<file path="src/rtl/fifo_write_arbiter_if.sv">
// ----------------------------------------------------------------------------
// Module : fifo_write_arbiter_if
// Requester-side and FIFO-write-side signals of the shared write-port arbiter.
// Rev    : 1.0
// ----------------------------------------------------------------------------
`default_nettype none

interface fifo_write_arbiter_if #(
  parameter int N_REQ = 4,
  parameter int WIDTH = 8
);
  logic [N_REQ-1:0]       req_in;
  logic [N_REQ*WIDTH-1:0] data_in;
  logic                   full_in;
  logic [N_REQ-1:0]       grant_out;
  logic                   write_out;
  logic [WIDTH-1:0]       data_write_out;
  logic [N_REQ-1:0]       ack_out;

  modport master (
    input  req_in, data_in, full_in,
    output grant_out, write_out, data_write_out, ack_out
  );

  modport slave (
    output req_in, data_in, full_in,
    input  grant_out, write_out, data_write_out, ack_out
  );
endinterface

`default_nettype wire

</file>
<file path="src/rtl/fifo_write_arbiter.sv">
// ----------------------------------------------------------------------------
// Module : fifo_write_arbiter
// Round-robin, burst-bounded arbiter sharing one FIFO write port among N_REQ.
// Rev    : 1.0
// ----------------------------------------------------------------------------
`default_nettype none

module fifo_write_arbiter #(
  parameter int N_REQ     = 4,
  parameter int WIDTH     = 8,
  parameter int MAX_BURST = 4
) (
  input wire logic             clk_in,
  input wire logic             nrst_in,
  fifo_write_arbiter_if.master bus
);

  localparam int PTR_W = (N_REQ > 1) ? $clog2(N_REQ) : 1;
  localparam int CNT_W = $clog2(MAX_BURST) + 1;
  localparam logic [CNT_W-1:0] C_LAST    = CNT_W'(MAX_BURST - 1);
  localparam logic [PTR_W-1:0] C_PTR_MAX = PTR_W'(N_REQ - 1);
  localparam logic [N_REQ-1:0] C_ONE     = {{(N_REQ-1){1'b0}}, 1'b1};

  typedef enum logic [0:0] {
    ST_IDLE  = 1'b0,
    ST_BURST = 1'b1
  } state_t;

  state_t           r_state, w_state_nxt;
  logic [PTR_W-1:0] r_rr_ptr, w_rr_ptr_nxt;
  logic [CNT_W-1:0] r_burst_cnt, w_burst_cnt_nxt;
  logic [N_REQ-1:0] r_grant, w_grant_nxt;
  logic [PTR_W-1:0] w_gidx;
  logic [PTR_W-1:0] w_pick;
  logic             w_found;
  logic             w_write;
  logic             w_release;
  logic [WIDTH-1:0] w_gdata;

  always_comb begin
    w_gidx  = '0;
    w_gdata = '0;
    for (int i = 0; i < N_REQ; i++) begin
      if (r_grant[i]) begin
        w_gidx  = PTR_W'(i);
        w_gdata = bus.data_in[i*WIDTH +: WIDTH];
      end
    end
  end

  // First requesting index at or after r_rr_ptr, wrapping at N_REQ.
  always_comb begin
    int idx;
    idx     = 0;
    w_found = 1'b0;
    w_pick  = '0;
    for (int i = 0; i < N_REQ; i++) begin
      idx = int'(r_rr_ptr) + i;
      if (idx >= N_REQ) idx = idx - N_REQ;
      if (!w_found && bus.req_in[PTR_W'(idx)]) begin
        w_found = 1'b1;
        w_pick  = PTR_W'(idx);
      end
    end
  end

  assign w_write            = (r_state == ST_BURST) & bus.req_in[w_gidx] & ~bus.full_in;
  assign bus.write_out      = w_write;
  assign bus.grant_out      = r_grant;
  assign bus.ack_out        = r_grant & {N_REQ{w_write}};
  assign bus.data_write_out = (r_state == ST_BURST) ? w_gdata : '0;

  always_comb begin
    w_state_nxt     = r_state;
    w_rr_ptr_nxt    = r_rr_ptr;
    w_burst_cnt_nxt = r_burst_cnt;
    w_grant_nxt     = r_grant;
    w_release       = 1'b0;
    case (r_state)
      ST_IDLE: begin
        if (w_found) begin
          w_grant_nxt     = C_ONE << w_pick;
          w_burst_cnt_nxt = '0;
          w_state_nxt     = ST_BURST;
        end
      end
      ST_BURST: begin
        // A full FIFO with the request still up is a pure stall: nothing moves.
        if (w_write) begin
          w_burst_cnt_nxt = r_burst_cnt + 1'b1;
          if (r_burst_cnt == C_LAST) w_release = 1'b1;
        end else if (!bus.req_in[w_gidx]) begin
          w_release = 1'b1;
        end
        if (w_release) begin
          w_grant_nxt  = '0;
          w_rr_ptr_nxt = (w_gidx == C_PTR_MAX) ? '0 : w_gidx + 1'b1;
          w_state_nxt  = ST_IDLE;
        end
      end
      default: w_state_nxt = ST_IDLE;
    endcase
  end

  always_ff @(posedge clk_in or negedge nrst_in) begin
    if (!nrst_in) begin
      r_state     <= ST_IDLE;
      r_rr_ptr    <= '0;
      r_burst_cnt <= '0;
      r_grant     <= '0;
    end else begin
      r_state     <= w_state_nxt;
      r_rr_ptr    <= w_rr_ptr_nxt;
      r_burst_cnt <= w_burst_cnt_nxt;
      r_grant     <= w_grant_nxt;
    end
  end

endmodule

`default_nettype wire

</file>
<file path="src/flat_wrapper.sv">
// flat-port wrapper written by rule: the top's interface ports become plain ports
module fifo_write_arbiter_flat 
#(
  parameter int N_REQ     = 4,
  parameter int WIDTH     = 8,
  parameter int MAX_BURST = 4
)
  (clk_in, nrst_in, bus_req_in, bus_data_in, bus_full_in, bus_grant_out, bus_write_out, bus_data_write_out, bus_ack_out);
  fifo_write_arbiter_if #(.N_REQ(N_REQ), .WIDTH(WIDTH)) bus_i ();
  input wire logic clk_in;
  input wire logic nrst_in;
  input wire logic [$bits(bus_i.req_in)-1:0] bus_req_in;
  input wire logic [$bits(bus_i.data_in)-1:0] bus_data_in;
  input wire logic [$bits(bus_i.full_in)-1:0] bus_full_in;
  output wire logic [$bits(bus_i.grant_out)-1:0] bus_grant_out;
  output wire logic [$bits(bus_i.write_out)-1:0] bus_write_out;
  output wire logic [$bits(bus_i.data_write_out)-1:0] bus_data_write_out;
  output wire logic [$bits(bus_i.ack_out)-1:0] bus_ack_out;
  assign bus_i.req_in = bus_req_in;
  assign bus_i.data_in = bus_data_in;
  assign bus_i.full_in = bus_full_in;
  assign bus_grant_out = bus_i.grant_out;
  assign bus_write_out = bus_i.write_out;
  assign bus_data_write_out = bus_i.data_write_out;
  assign bus_ack_out = bus_i.ack_out;
  fifo_write_arbiter #(.N_REQ(N_REQ), .WIDTH(WIDTH), .MAX_BURST(MAX_BURST)) u_core (.clk_in(clk_in), .nrst_in(nrst_in), .bus(bus_i));
endmodule
</file>
<file path="config.mk">
export PLATFORM = sky130hd
export DESIGN_NAME = fifo_write_arbiter_flat
export DESIGN_NICKNAME = d
export VERILOG_FILES = /design/src/rtl/fifo_write_arbiter_if.sv /design/src/rtl/fifo_write_arbiter.sv /design/src/flat_wrapper.sv
export SDC_FILE = /design/constraint.sdc
export NUM_CORES = 1
export LEC_CHECK = 0
export ABC_AREA = 0
export CAP_MARGIN = 20
export CORE_ASPECT_RATIO = 0.9
export CORE_MARGIN = 4
export CORE_UTILIZATION = 38
export CTS_CLUSTER_DIAMETER = 80
export DETAILED_ROUTE_END_ITERATION = 12
export DONT_BUFFER_PORTS = 1
export PLACE_DENSITY_LB_ADDON = 0.05
export SKIP_CTS_REPAIR_TIMING = 1
export SYNTH_ARGS = -nofsm -noshare
export SYNTH_HDL_FRONTEND = slang
export SYNTH_SLANG_ARGS = --single-unit
</file>
<file path="constraint.sdc">
create_clock -name clk_in -period 3.5 [get_ports clk_in]
set_input_delay 0.35 -clock clk_in [delete_from_list [all_inputs] [get_ports clk_in]]
set_output_delay 0.35 -clock clk_in [all_outputs]
set_load 0.01 [all_outputs]
</file>
Yosys cells after proc, flatten, opt, wreduce, memory -nomap -nowiden:

Index checks and enable logic that the tools add are counted.

* register bits: 10
* logic and storage cells: 90

* add/sub/neg operators: 9
* $lt $le $gt $ge: 9
* equal/unequal tests: 5
* shift operators: 1
* muxes and demuxes: 48
* bitwise operators: 5
* reduce and logical (&&, ||, !) cells: 9

Operator list (count)
* $mux 8: 5
* $mux 2: 11
* $mux 1: 20
* $lt 2x4->1 const B: 4
* $bmux 1 s2: 5
* $ge 3x3->1 const B: 3
* $mux 4: 2
* $pmux 4 s2: 1
* $sub 2x1->2 const B: 4
* $add 2x2->3 const B: 2
* $mux 3: 2
* $pmux 3 s2: 1
* $reduce_and 2->1: 3
* $and 4x4->4: 1
* $ne 2x2->1 const B: 2
* $shl 1x2->4 const A: 1
* $add 2x1->3 const B: 1
* $add 3x1->3 const B: 1
* $eq 3x2->1 const B: 1
* $ge 2x3->1 const B: 1
* $logic_and 1x1->1: 3
* $logic_not 1->1: 3
* $lt 2x3->1 const B: 1
* $add 2x1->2 const B: 1
* other kinds (5): 7

Depth between registers and ports, before layout:

* depth in word-level cells: 18
* mapped depth: 5
* gate-level depth less buffers: 5

Worst setup path before layout:

OpenSTA, ideal clock, no wires.

* path type: register to output
* from: register u_core.r_grant[3] (netlist: u_core.bus.grant_out[3])
* to: output port bus_ack_out[0]
* data arrival time: 1.512 ns
* required time: 3.150 ns
* path slack: 1.638 ns
* cell stages (with the launch flop): 6
* path buffers: 1
* cell sequence: dfrtp_1 buf_2 nor2_1 a221oi_2 nor3b_4 and2_1

* cells in the longest elaborated chain, start to end: 6

RTL lines
* from (decl): line fifo_write_arbiter.sv:32 `logic [N_REQ-1:0] r_grant, w_grant_nxt;`
* from (signal assigned): line fifo_write_arbiter.sv:115 `r_grant <= w_grant_nxt;`
* $mux 2: line fifo_write_arbiter.sv:44 `if (r_grant[i]) begin`
* $bmux 1 s2: line fifo_write_arbiter.sv:67 `assign w_write = (r_state == ST_BURST) & bus.req_in[w_gidx] & ~bus.full_in;`
* $mux 1 (implied by the code): line fifo_write_arbiter.sv:67
* $and 1x1->1 (2 in a row): line fifo_write_arbiter.sv:67
* net bus_write_out: line flat_wrapper.sv:16 `output wire logic [$bits(bus_i.write_out)-1:0] bus_write_out;`
* $and 4x4->4: line fifo_write_arbiter.sv:70 `assign bus.ack_out = r_grant & {N_REQ{w_write}};`
* to (decl): line flat_wrapper.sv:18 `output wire logic [$bits(bus_i.ack_out)-1:0] bus_ack_out;`

The timed path passes the listed nets, and every way through them passes these cells. The select of a mux whose other input is x is not followed.

Final worst setup path:

* from: register u_core.r_grant[2] (netlist: u_core.bus.grant_out[2])
* to: output port bus_ack_out[1]

* cells in the longest elaborated chain, start to end: 7

RTL lines (line)
* $mux 2 (2 in a row): fifo_write_arbiter.sv:44
* $bmux 1 s2: fifo_write_arbiter.sv:67
* $mux 1 (implied by the code): fifo_write_arbiter.sv:67
* $and 1x1->1 (2 in a row): fifo_write_arbiter.sv:67
* net bus_write_out: flat_wrapper.sv:16
* $and 4x4->4: fifo_write_arbiter.sv:70

The timed path passes the listed nets, and every way through them passes these cells. The select of a mux whose other input is x is not followed.

==> results.toml <==
[status]
outcome = "finished clean"

[global_route]
grt_pass1_wl_um = 3370
grt_antenna_before_repair = 0
grt.total_usage_pct = 14.4
grt_pass1_vias = 689
overflow = 0
grt_max_degree = 24

[timing]
relSlewSlack_pct = 47.5
slew_viol_final = 0
rsz0062_at_grt = "false"
setup_violations = 0
finalHoldViolations = 0
tightest_slew_ns = 0.787
fin_ws_ns = 0.881
max_clock_freq_ghz = 0.382
period_needed_ns = 2.62
skew_ns = 0.00497
tns_ns = 0
fin_crit_sh_pct = 74.8

[clocking]
cts_buffers = 3
clk_path_buf_depth = 2
h-tree-depth = 1
cts_root_buffer = "clkbuf_4"
clock_latency_ns = 0.27
clock-sinks = 10
cts_tree = "yes"
cts.clk_slew.worst_paths_ns = 0.08

[synth]
ys_types = 29
synth_area_um2 = 877
syn_inst = 105
yosysWarnings = 0
synth_top_flop_cell = "dfrtp_1"
synth.avg_cell_area_um2 = 8.35
async_reset_ff_share_pct = 100
synth.area.top_cells = "dfrtp_1, a221oi_1, a22o_1"
yosysMostFrequentCell = "inv_1"
synth.top_cells.by_count = "inv_1, a21oi_1, dfrtp_1"
syn_nets = 146
ys_seq_area_share_pct = 28.5
yosysTopAreaCell = "dfrtp_1"
synth_edf_count = 0
ys_ff_latch = 10
synth_top_cell_area_share_pct = 28.5

[die]
initial_core_util_pct = 40.2
die-area_mm2 = 0.00314
fp.dieW_um = 58.6
ios = 56
rows = 16
die_h_um = 53.6
core_area_mm2 = 0.00218

[layout]
antenna_cells = 0
drive_gt1_share_pct = 9.80
n_fill_cell = 228
fin_nets = 144
instances_no_fill = 129
area_growth_pct = 5.56
final_cell_area_um2 = 926

[drt]
via_per_inst = 6.30
drcViolationCount = 0
ant_nets = 0
dr_total_vias = 813
drt_first_iter_violations = 42
wl_um = 2380
avgRoutedWirePerCell_um = 18.5
drt_pass1_iterations = 4

[setup_path]
startpoint = "u_core.bus.grant_out[2]"
r2r_setup_slack_ns = 1.37
reg2reg_depth = 4
cp-end-kind = "output port"
crit_type = "reg -> out"
r2r-start = "u_core.bus.grant_out[2]"
cp.arrival_ns = 2.27
crit_required_ns = 3.15
crit_fanout = 23
worst_setup_path_start_kind = "flop"

[power]
vdd_drop_max_uv = 364
finalPower_mw = 0.905
p_leak_nw = 0.402
powerDensity_mw_per_mm2 = 977

[placed_design]
dp_hpwl_um = 1790
dpl.cell_count = 124
pre_cts_ws_ns = 1.16
place_area_um2 = 880
port_buffers = 0
place.gp.congestion = 0.711

[hold_path]
hp-class = "in -> reg"
min_path_cells = 2
hp-start = "bus_full_in"

[run]
max-cap-violations = 0
critical path, stage by stage (launching register included):
cell and delay, ns:
dfrtp_1 0.86, nor2_1 0.11, a221oi_2 0.31, nor3b_4 0.47
and2_1 0.25
cells by family after synthesis:
family                   synth area share, %
AND/OR/NAND/NOR                         14.4
flip-flops                              28.5
adder cells (fa/ha/maj)                 2.85
AO/OA/AOI/OAI                           36.1
multiplexers                            8.13
buffers and inverters                   9.99
state kept, by name, summed over array words and instances (netlist names):
| signal | flops |
|---|---|
| u_core.r_state | 1 |
| u_core.bus.grant_out | 4 |
| u_core.r_burst_cnt | 3 |
| u_core.r_rr_ptr | 2 |
layout by cell type, fill, tap and decap left out, drive strengths merged, types with 4 or more instances in the layout:
master,synthesis,final
clkbuf,7,4
a221oi,9,9
inv,15,15
and2,5,5
mux2i,6,6
a22o,8,8
nand2,8,8
a21oi,13,13
dfrtp,10,10
o32ai,4,4
report_power, final:
part | switching [mW] | internal, mW | total, mW
sequential | 0.117 | 0.165 | 0.283
combinational | 0.280 | 0.233 | 0.513
clock | 0.0461 | 0.0632 | 0.109
cell type report:
cell class,count,area (um^2),area share [%]
tap,27,33.8,3.65
clock buffer,4,36.3,3.92
sequential,10,250,27.0
inverter,15,56.3,6.08
multi-input combinational,72,539,58.2
timing repair buffer,1,10.0,1.08
path summary, 6_finish.rpt:
| path | to |
|---|---|
| min | u_core.r_burst_cnt[0] |
| max in group asynchronous | u_core.r_rr_ptr[0] |
| max reg2reg | u_core.r_rr_ptr[0] |
| min in group asynchronous | u_core.r_burst_cnt[0] |
| max | bus_ack_out[1] |
| min reg2reg | u_core.r_burst_cnt[0] |
metrics by stage:
step | utilization [%] | hold slack, ns
detailed placement | 40.3 | 0.0547
global placement | 40.3 | 0.0547
finish | 42.4 | 0.281
CTS | 42.0 | -0.248
floorplan | - | 0.0544
global route | 42.4 | 0.280
layer usage:
metal / track usage (%) / share of wire [%]
met1: 20.1 / 49
met2: 20.8 / 44
met3: 6.95 / 7.1
met4: 1.13 / 0
met5: 0 / 0
No activity file was read; power rests on OpenSTA's default activity.
